<file path="src/rtl/booth_mult_arbiter.sv">
`default_nettype none
// ============================================================================
//  Module      : booth_mult_arbiter
//  Description : Round-robin scheduler that shares one sequential Booth
//                multiplier core between N_REQ requesters. Captures operand
//                pairs, drives the core, waits for done (with a watchdog) and
//                returns the tagged product on a shared response channel.
//  Revision    : 1.0 - initial release
// ============================================================================
module booth_mult_arbiter #(
    parameter int N_REQ       = 2,
    parameter int WIDTH       = 8,
    parameter int TIMEOUT_CYC = 64,
    parameter int IDW         = (N_REQ > 1) ? $clog2(N_REQ) : 1
) (
    input  logic                   clk,
    input  logic                   rst,
    input  logic [N_REQ-1:0]       req_valid,
    output logic [N_REQ-1:0]       req_ready,
    input  logic [N_REQ*WIDTH-1:0] req_a,
    input  logic [N_REQ*WIDTH-1:0] req_b,
    output logic                   resp_valid,
    input  logic                   resp_ready,
    output logic [IDW-1:0]         resp_id,
    output logic [2*WIDTH-1:0]     resp_result,
    output logic                   resp_err,
    output logic                   mul_start,
    output logic [WIDTH-1:0]       mul_a,
    output logic [WIDTH-1:0]       mul_b,
    input  logic                   mul_done,
    input  logic [2*WIDTH-1:0]     mul_result,
    output logic                   busy
);

    // Watchdog counter only needs to reach TIMEOUT_CYC-1.
    localparam int WDW = (TIMEOUT_CYC > 2) ? $clog2(TIMEOUT_CYC) : 1;

    typedef enum logic [1:0] {
        S_IDLE  = 2'd0,
        S_ISSUE = 2'd1,
        S_WAIT  = 2'd2,
        S_RESP  = 2'd3
    } state_t;

    state_t             r_state;
    state_t             w_state_nxt;
    logic [IDW-1:0]     r_rr_ptr;
    logic [IDW-1:0]     r_resp_id;
    logic [IDW-1:0]     w_gnt;
    logic [IDW-1:0]     w_rr_nxt;
    logic [N_REQ-1:0]   w_gnt_oh;
    logic               w_any;
    logic               w_accept;
    logic               w_wd_last;
    logic [WIDTH-1:0]   r_mul_a;
    logic [WIDTH-1:0]   r_mul_b;
    logic [WIDTH-1:0]   w_sel_a;
    logic [WIDTH-1:0]   w_sel_b;
    logic [2*WIDTH-1:0] r_resp_result;
    logic               r_resp_err;
    logic [WDW-1:0]     r_wd_cnt;

    // Round-robin grant: the valid requester at the smallest rotation
    // distance from r_rr_ptr wins (larger distances are overwritten).
    always_comb begin
        w_any    = 1'b0;
        w_gnt    = '0;
        w_gnt_oh = '0;
        for (int k = N_REQ - 1; k >= 0; k--) begin
            for (int i = 0; i < N_REQ; i++) begin
                if (req_valid[i] && (((int'(r_rr_ptr) + k) % N_REQ) == i)) begin
                    w_any       = 1'b1;
                    w_gnt       = IDW'(i);
                    w_gnt_oh    = '0;
                    w_gnt_oh[i] = 1'b1;
                end
            end
        end
    end

    // Operand mux for the granted slot.
    always_comb begin
        w_sel_a = '0;
        w_sel_b = '0;
        for (int i = 0; i < N_REQ; i++) begin
            if (w_gnt_oh[i]) begin
                w_sel_a = req_a[i*WIDTH +: WIDTH];
                w_sel_b = req_b[i*WIDTH +: WIDTH];
            end
        end
    end

    // The requester just served gets lowest priority next time.
    assign w_rr_nxt  = (w_gnt == IDW'(N_REQ - 1)) ? '0 : (w_gnt + IDW'(1));
    // Abort when the incremented count would reach TIMEOUT_CYC-1.
    assign w_wd_last = ((int'(r_wd_cnt) + 1) == (TIMEOUT_CYC - 1));

    // State register.
    always_ff @(posedge clk or negedge rst) begin
        if (!rst) begin
            r_state <= S_IDLE;
        end else begin
            r_state <= w_state_nxt;
        end
    end

    // Next-state and request handshake decode.
    always_comb begin
        w_state_nxt = r_state;
        w_accept    = 1'b0;
        req_ready   = '0;
        case (r_state)
            S_IDLE: begin
                if (w_any) begin
                    w_accept    = 1'b1;
                    req_ready   = w_gnt_oh;
                    w_state_nxt = S_ISSUE;
                end
            end
            S_ISSUE: w_state_nxt = S_WAIT;
            S_WAIT: begin
                if (mul_done || w_wd_last) begin
                    w_state_nxt = S_RESP;
                end
            end
            S_RESP: begin
                if (resp_ready) begin
                    w_state_nxt = S_IDLE;
                end
            end
            default: w_state_nxt = S_IDLE;
        endcase
    end

    // Job capture, watchdog count and result latching.
    always_ff @(posedge clk or negedge rst) begin
        if (!rst) begin
            r_rr_ptr      <= '0;
            r_resp_id     <= '0;
            r_mul_a       <= '0;
            r_mul_b       <= '0;
            r_resp_result <= '0;
            r_resp_err    <= 1'b0;
            r_wd_cnt      <= '0;
        end else begin
            case (r_state)
                S_IDLE: begin
                    if (w_accept) begin
                        r_mul_a   <= w_sel_a;
                        r_mul_b   <= w_sel_b;
                        r_resp_id <= w_gnt;
                        r_rr_ptr  <= w_rr_nxt;
                    end
                end
                S_ISSUE: r_wd_cnt <= '0;
                S_WAIT: begin
                    // A done arriving with the final count still wins.
                    if (mul_done) begin
                        r_resp_result <= mul_result;
                        r_resp_err    <= 1'b0;
                    end else if (w_wd_last) begin
                        r_resp_result <= '0;
                        r_resp_err    <= 1'b1;
                    end else begin
                        r_wd_cnt <= r_wd_cnt + WDW'(1);
                    end
                end
                default: ;
            endcase
        end
    end

    assign mul_start   = (r_state == S_ISSUE);
    assign resp_valid  = (r_state == S_RESP);
    assign busy        = (r_state != S_IDLE);
    assign mul_a       = r_mul_a;
    assign mul_b       = r_mul_b;
    assign resp_id     = r_resp_id;
    assign resp_result = r_resp_result;
    assign resp_err    = r_resp_err;

endmodule
`default_nettype wire

</file>
<file path="config.mk">
export PLATFORM = sky130hd
export DESIGN_NAME = booth_mult_arbiter
export DESIGN_NICKNAME = d
export VERILOG_FILES = /design/src/rtl/booth_mult_arbiter.sv
export SDC_FILE = /design/constraint.sdc
export NUM_CORES = 1
export LEC_CHECK = 0
export BUFFER_PORTS_ARGS = -buffer_cell sky130_fd_sc_hd__buf_4
export CORE_MARGIN = 3
export CORE_UTILIZATION = 28
export CTS_CLUSTER_DIAMETER = 150
export CTS_CLUSTER_SIZE = 8
export DETAILED_ROUTE_END_ITERATION = 10
export SYNTH_ARGS = -nofsm -noshare
export SYNTH_HDL_FRONTEND = slang
export SYNTH_SLANG_ARGS = --single-unit
</file>
<file path="constraint.sdc">
create_clock -name clk -period 2.55 [get_ports clk]
set_input_delay 0 -clock clk [delete_from_list [all_inputs] [get_ports clk]]
set_output_delay 0 -clock clk [all_outputs]
set_load 0.01 [all_outputs]
</file>
==> report_table.html <==
<table>
<tr><th>Metric</th><th>Value</th></tr>
<tr><th colspan="2">Status</th></tr>
<tr><td>Result of the run</td><td>finished, final reports clean</td></tr>
<tr><th colspan="2">Hold path</th></tr>
<tr><td>Worst Min Path Start</td><td>req_b[10]</td></tr>
<tr><td>WHS Endpoint</td><td>mul_b[2]$_DFFE_PN0P_</td></tr>
<tr><td>Tightest Hold Check Type</td><td>input port to flop</td></tr>
<tr><td>Number of cells traversed by the worst hold path</td><td>3</td></tr>
<tr><th colspan="2">Timing</th></tr>
<tr><td>Slew Limit Fails</td><td>0</td></tr>
<tr><td>Post-route fraction of the period consumed by the critical path</td><td>80.7%</td></tr>
<tr><td>Max Fclk</td><td>0.486 GHz</td></tr>
<tr><td>RSZ-0062 raised after global routing</td><td>false</td></tr>
<tr><td>Worst Tran Pin Value</td><td>1.23 ns</td></tr>
<tr><td>Fin crit period</td><td>2.06 ns</td></tr>
<tr><td>Clock Skew</td><td>0.00500 ns</td></tr>
<tr><td>Sum Neg Setup Slack</td><td>0 ns</td></tr>
<tr><td>Relative slew margins</td><td>17.9%</td></tr>
<tr><td>Hold Fails Final Rpt</td><td>0</td></tr>
<tr><td>Number of setup violations in the final report</td><td>0</td></tr>
<tr><th colspan="2">Clock tree</th></tr>
<tr><td>Hold buffer count at cts</td><td>18</td></tr>
<tr><td>H-tree levels</td><td>2</td></tr>
<tr><td>Root buffer selected by CTS</td><td>clkbuf_8</td></tr>
<tr><td>Clock Pin Slew Worst Setup and Hold Paths</td><td>0.08 ns</td></tr>
<tr><td>Clock latency on the worst-skew pair</td><td>0.29 ns</td></tr>
<tr><td>Clock sinks</td><td>43</td></tr>
<tr><td>CTS buffer count</td><td>5</td></tr>
<tr><td>Number of gates resized after CTS</td><td>0</td></tr>
<tr><td>Post-CTS Setup Bufs</td><td>0</td></tr>
<tr><td>CTS Buffer Depth</td><td>2</td></tr>
<tr><td>Clock tree from TritonCTS</td><td>yes</td></tr>
<tr><th colspan="2">Global route</th></tr>
<tr><td>Overall track demand over capacity in global routing</td><td>13.7%</td></tr>
<tr><td>Met3 layer usage reported by global route</td><td>3.50%</td></tr>
<tr><td>Via count of the first global-routing pass</td><td>1998</td></tr>
<tr><td>Final global-route overflow total</td><td>0</td></tr>
<tr><td>Met2 layer usage reported by global route</td><td>22.5%</td></tr>
<tr><td>Number of antenna violations at the first check in global routing</td><td>0</td></tr>
<tr><td>Met1 demand-to-capacity share in global routing</td><td>between 10% and 20%</td></tr>
<tr><td>Global-route wire length before repair</td><td>9.36 mm</td></tr>
<tr><td>Maximum number of pins on one net before global-route repair</td><td>44</td></tr>
<tr><td>Layer with the highest usage</td><td>met2</td></tr>
<tr><th colspan="2">Synth</th></tr>
<tr><td>Synth cell types</td><td>40</td></tr>
<tr><td>Area leader, netlist</td><td>dfrtp_1</td></tr>
<tr><td>Total of flip-flops plus latches after synthesis</td><td>43</td></tr>
<tr><td>Net count after synthesis</td><td>240</td></tr>
<tr><td>Sequential area share after synthesis</td><td>54.1%</td></tr>
<tr><td>Cell count after synthesis</td><td>180</td></tr>
<tr><td>Area contributors post-synth</td><td>dfrtp_1 (54%), a22o_1 (7.0%), a22oi_1 (6.0%), o21ai_0 (4.0%), ha_1 (3.8%)</td></tr>
<tr><td>Average instance area after synthesis</td><td>11.0 um2</td></tr>
<tr><td>Netlist area before placement</td><td>1990 um2</td></tr>
<tr><td>Synthesis warning total</td><td>0</td></tr>
<tr><td>Proportion of netlist area held by the largest area contributor</td><td>between 50 and 60%</td></tr>
<tr><th colspan="2">Drt</th></tr>
<tr><td>Length of the first detailed-routing pass in iterations</td><td>4</td></tr>
<tr><td>Avg Vias per Cell</td><td>4.58</td></tr>
<tr><td>Routed Antenna Nets</td><td>0</td></tr>
<tr><td>Wirelength, routed</td><td>5.25 mm</td></tr>
<tr><td>Via count of the routed design</td><td>1764</td></tr>
<tr><td>Routed wirelength normalized by instance count</td><td>13.6 um</td></tr>
<tr><td>DRC viols</td><td>0</td></tr>
<tr><td>Violation count after the first detailed-routing iteration</td><td>111</td></tr>
<tr><th colspan="2">Placement</th></tr>
<tr><td>Detailed-placement wirelength estimate</td><td>roughly 3.6 mm</td></tr>
<tr><td>Quantity of I/O buffers inserted on ports</td><td>92</td></tr>
<tr><td>Area after DPL</td><td>between 2000 and 3000 um2</td></tr>
<tr><td>Number of placed cells counting well taps</td><td>359</td></tr>
<tr><td>Placer congestion estimate</td><td>0.833</td></tr>
<tr><th colspan="2">Die</th></tr>
<tr><td>Floorplan die height</td><td>90.3 um</td></tr>
<tr><td>Floorplan die area</td><td>8150 um2</td></tr>
<tr><td>I/O pin total</td><td>93</td></tr>
<tr><td>Horizontal die dimension</td><td>90.3 um</td></tr>
<tr><td>Placement Rows</td><td>30</td></tr>
<tr><td>Initial core utilization</td><td>29.1%</td></tr>
<tr><td>Core region area</td><td>between 6000 and 7000 um2</td></tr>
<tr><th colspan="2">Cells and area</th></tr>
<tr><td>Area growth, synth to finish</td><td>52.3%</td></tr>
<tr><td>Final instance area</td><td>3030 um2</td></tr>
<tr><td>Final instance count without filler cells</td><td>385</td></tr>
<tr><td>Proportion of layout cells with a drive suffix above 1</td><td>37.0%</td></tr>
<tr><td>Final Core Density</td><td>44.3%</td></tr>
<tr><td>Diode insertion count for antenna repair</td><td>0</td></tr>
<tr><td>Count of nets after finishing</td><td>348</td></tr>
<tr><th colspan="2">Power</th></tr>
<tr><td>Total power per unit cell area</td><td>953 nW/um2</td></tr>
<tr><td>Leakage power total</td><td>1.47 nW</td></tr>
<tr><td>Net Switching</td><td>between 0.001 and 0.0015 W</td></tr>
<tr><td>Maximum vdd drop</td><td>0.550 mV</td></tr>
<tr><td>Logic pwr share</td><td>46.9%</td></tr>
<tr><td>Clock power frac</td><td>14.5%</td></tr>
<tr><td>Register share of total power</td><td>38.6%</td></tr>
<tr><td>Power, Total</td><td>0.00289 W</td></tr>
<tr><td>Internal Dissipation</td><td>0.00183 W</td></tr>
<tr><td>Fraction of power spent switching nets</td><td>36.7%</td></tr>
<tr><th colspan="2">Critical path</th></tr>
<tr><td>Critical Path Fanout Max</td><td>17</td></tr>
<tr><td>Type of the setup path with the least slack</td><td>flop to output port</td></tr>
<tr><td>Worst r2r dst</td><td>r_state[1]$_DFFE_PN0P_</td></tr>
<tr><td>Required @ worst endpoint</td><td>2.55 ns</td></tr>
<tr><td>Reg2reg setup slack</td><td>approximately 0.56 ns</td></tr>
<tr><td>Startpoint of the most critical register-to-register path</td><td>r_wd_cnt[1]$_DFFE_PN0P_</td></tr>
<tr><td>Crit start category</td><td>flop</td></tr>
<tr><td>Crit path arrival time</td><td>2.06 ns</td></tr>
<tr><td>R2R cell count</td><td>6</td></tr>
<tr><td>Type of destination of the critical path</td><td>output port</td></tr>
<tr><th colspan="2">Run</th></tr>
<tr><td>Number of max-cap violations</td><td>0</td></tr>
</table>
==> power groups by stage <==
stage | Combinational (W) | Clock (W) | Sequential (W)
floorplan | 0.000624 | 0 | 0.00122
global placement | 0.00133 | 0 | 0.00112
detailed placement | 0.00134 | 0 | 0.00113
CTS | 0.00137 | 0.000437 | 0.00112
global route | 0.00151 | 0.000470 | 0.00116
finish | 0.00135 | 0.000418 | 0.00111
==> sequential cells by signal, summed over array words and instances (netlist names) <==
| name | cells |
|---|---|
| mul_b | 8 |
| mul_a | 8 |
| r_wd_cnt | 6 |
| resp_err | 1 |
| r_rr_ptr | 1 |
| r_state | 2 |
| resp_id | 1 |
| resp_result | 16 |
==> layout make-up <==
cell class                 instances  area (um2)
fill                             697        3800
sequential                        43        1080
timing repair buffer             111         878
multi-input combinational        118         835
tap                               96         120
clock buffer                       6        72.6
inverter                           9        33.8
clock inverter                     2        12.5
==> synthesized netlist by cell type <==
cell type / n
dfrtp_1: 43
nand3_1: 5
clkbuf_1: 7
o221ai_1: 1
and2_1: 3
or4_1: 1
a21boi_2: 1
ha_1: 6
a21o_1: 2
nor3_1: 1
a31oi_1: 1
inv_1: 9
o21ai_1: 1
buf_2: 2
a22oi_1: 16
o22ai_1: 2
a21boi_1: 2
buf_6: 1
nand2_4: 1
nor2b_1: 3
or3_1: 1
o31ai_1: 1
nor3b_1: 2
or2b_1: 1
nand3b_1: 1
nand4b_1: 2
o21ai_0: 16
a21oi_1: 3
o21a_2: 1
mux2_1: 1
nor2_1: 1
nand2_1: 17
a2bb2oi_1: 1
o32a_1: 1
nand2b_1: 2
and3_4: 1
o2111ai_2: 1
a22o_1: 16
o211ai_1: 2
o21bai_4: 1
==> worst max-delay path by stage <==
stage / end / cells after the start / slack [ns] / start
after CTS: req_ready[1] / 4 / 0.47 / r_rr_ptr$_DFFE_PN0P_
final: req_ready[1] / 4 / 0.49 / r_rr_ptr$_DFFE_PN0P_
after floorplan: r_state[1]$_DFFE_PN0P_ / 6 / 0.73 / r_wd_cnt[1]$_DFFE_PN0P_
after global routing: req_ready[1] / 4 / 0.24 / r_rr_ptr$_DFFE_PN0P_
after global placement: r_state[1]$_DFFE_PN0P_ / 6 / 0.65 / r_wd_cnt[1]$_DFFE_PN0P_
after detailed placement: r_state[1]$_DFFE_PN0P_ / 6 / 0.57 / r_wd_cnt[1]$_DFFE_PN0P_
==> critical path, stage by stage, from the launching register on <==
cell and delay (ns):
dfrtp_1 0.37, inv_1 0.05, a21boi_1 0.94, and2_1 0.28, buf_4 0.13
==> cells in the final DEF, fill, tap and decap left out, types with 2 or more instances in the layout <==
master / n
ha_1: 6
and2_1: 3
a21o_1: 2
dfrtp_1: 43
clkbuf_8: 5
nor3b_1: 2
inv_1: 9
o21ai_0: 16
a21boi_1: 2
buf_4: 93
o211ai_1: 2
o22ai_1: 2
a21oi_1: 3
nand2b_1: 2
a22o_1: 16
a22oi_1: 16
nand4b_1: 2
nand2_1: 17
nor2b_1: 3
nand3_1: 5
dlygate4sd3_1: 18
==> routing by layer <==
metal	vias up	share of wire, %
met2	66	47
met4	0	0.59
met5	-	0
met1	812	47
met3	4	5.9
li1	882	-
==> metrics by stage <==
step / hold slack (ns) / worst slack, ns
final: 0.000696 / 0.492
after global routing: 0.0272 / 0.236
after CTS: 0.00207 / 0.474
after detailed placement: 0.0336 / 0.574
after global placement: 0.0319 / 0.654
after floorplan: -0.296 / 0.733
==> kinds of logic (layout without fill, tap and decap cells) <==
| kind of cell | after synthesis | in the layout | synth area share, % |
|---|---|---|---|
| compound gates | 69 | 69 | 25.8 |
| fa+ha+maj | 6 | 6 | 3.78 |
| buf+inv | 19 | 128 | 4.09 |
| flops | 43 | 43 | 54.1 |
| mux | 1 | 1 | 0.566 |
| simple gates | 42 | 42 | 11.6 |
(Power assumes the default switching activity.)
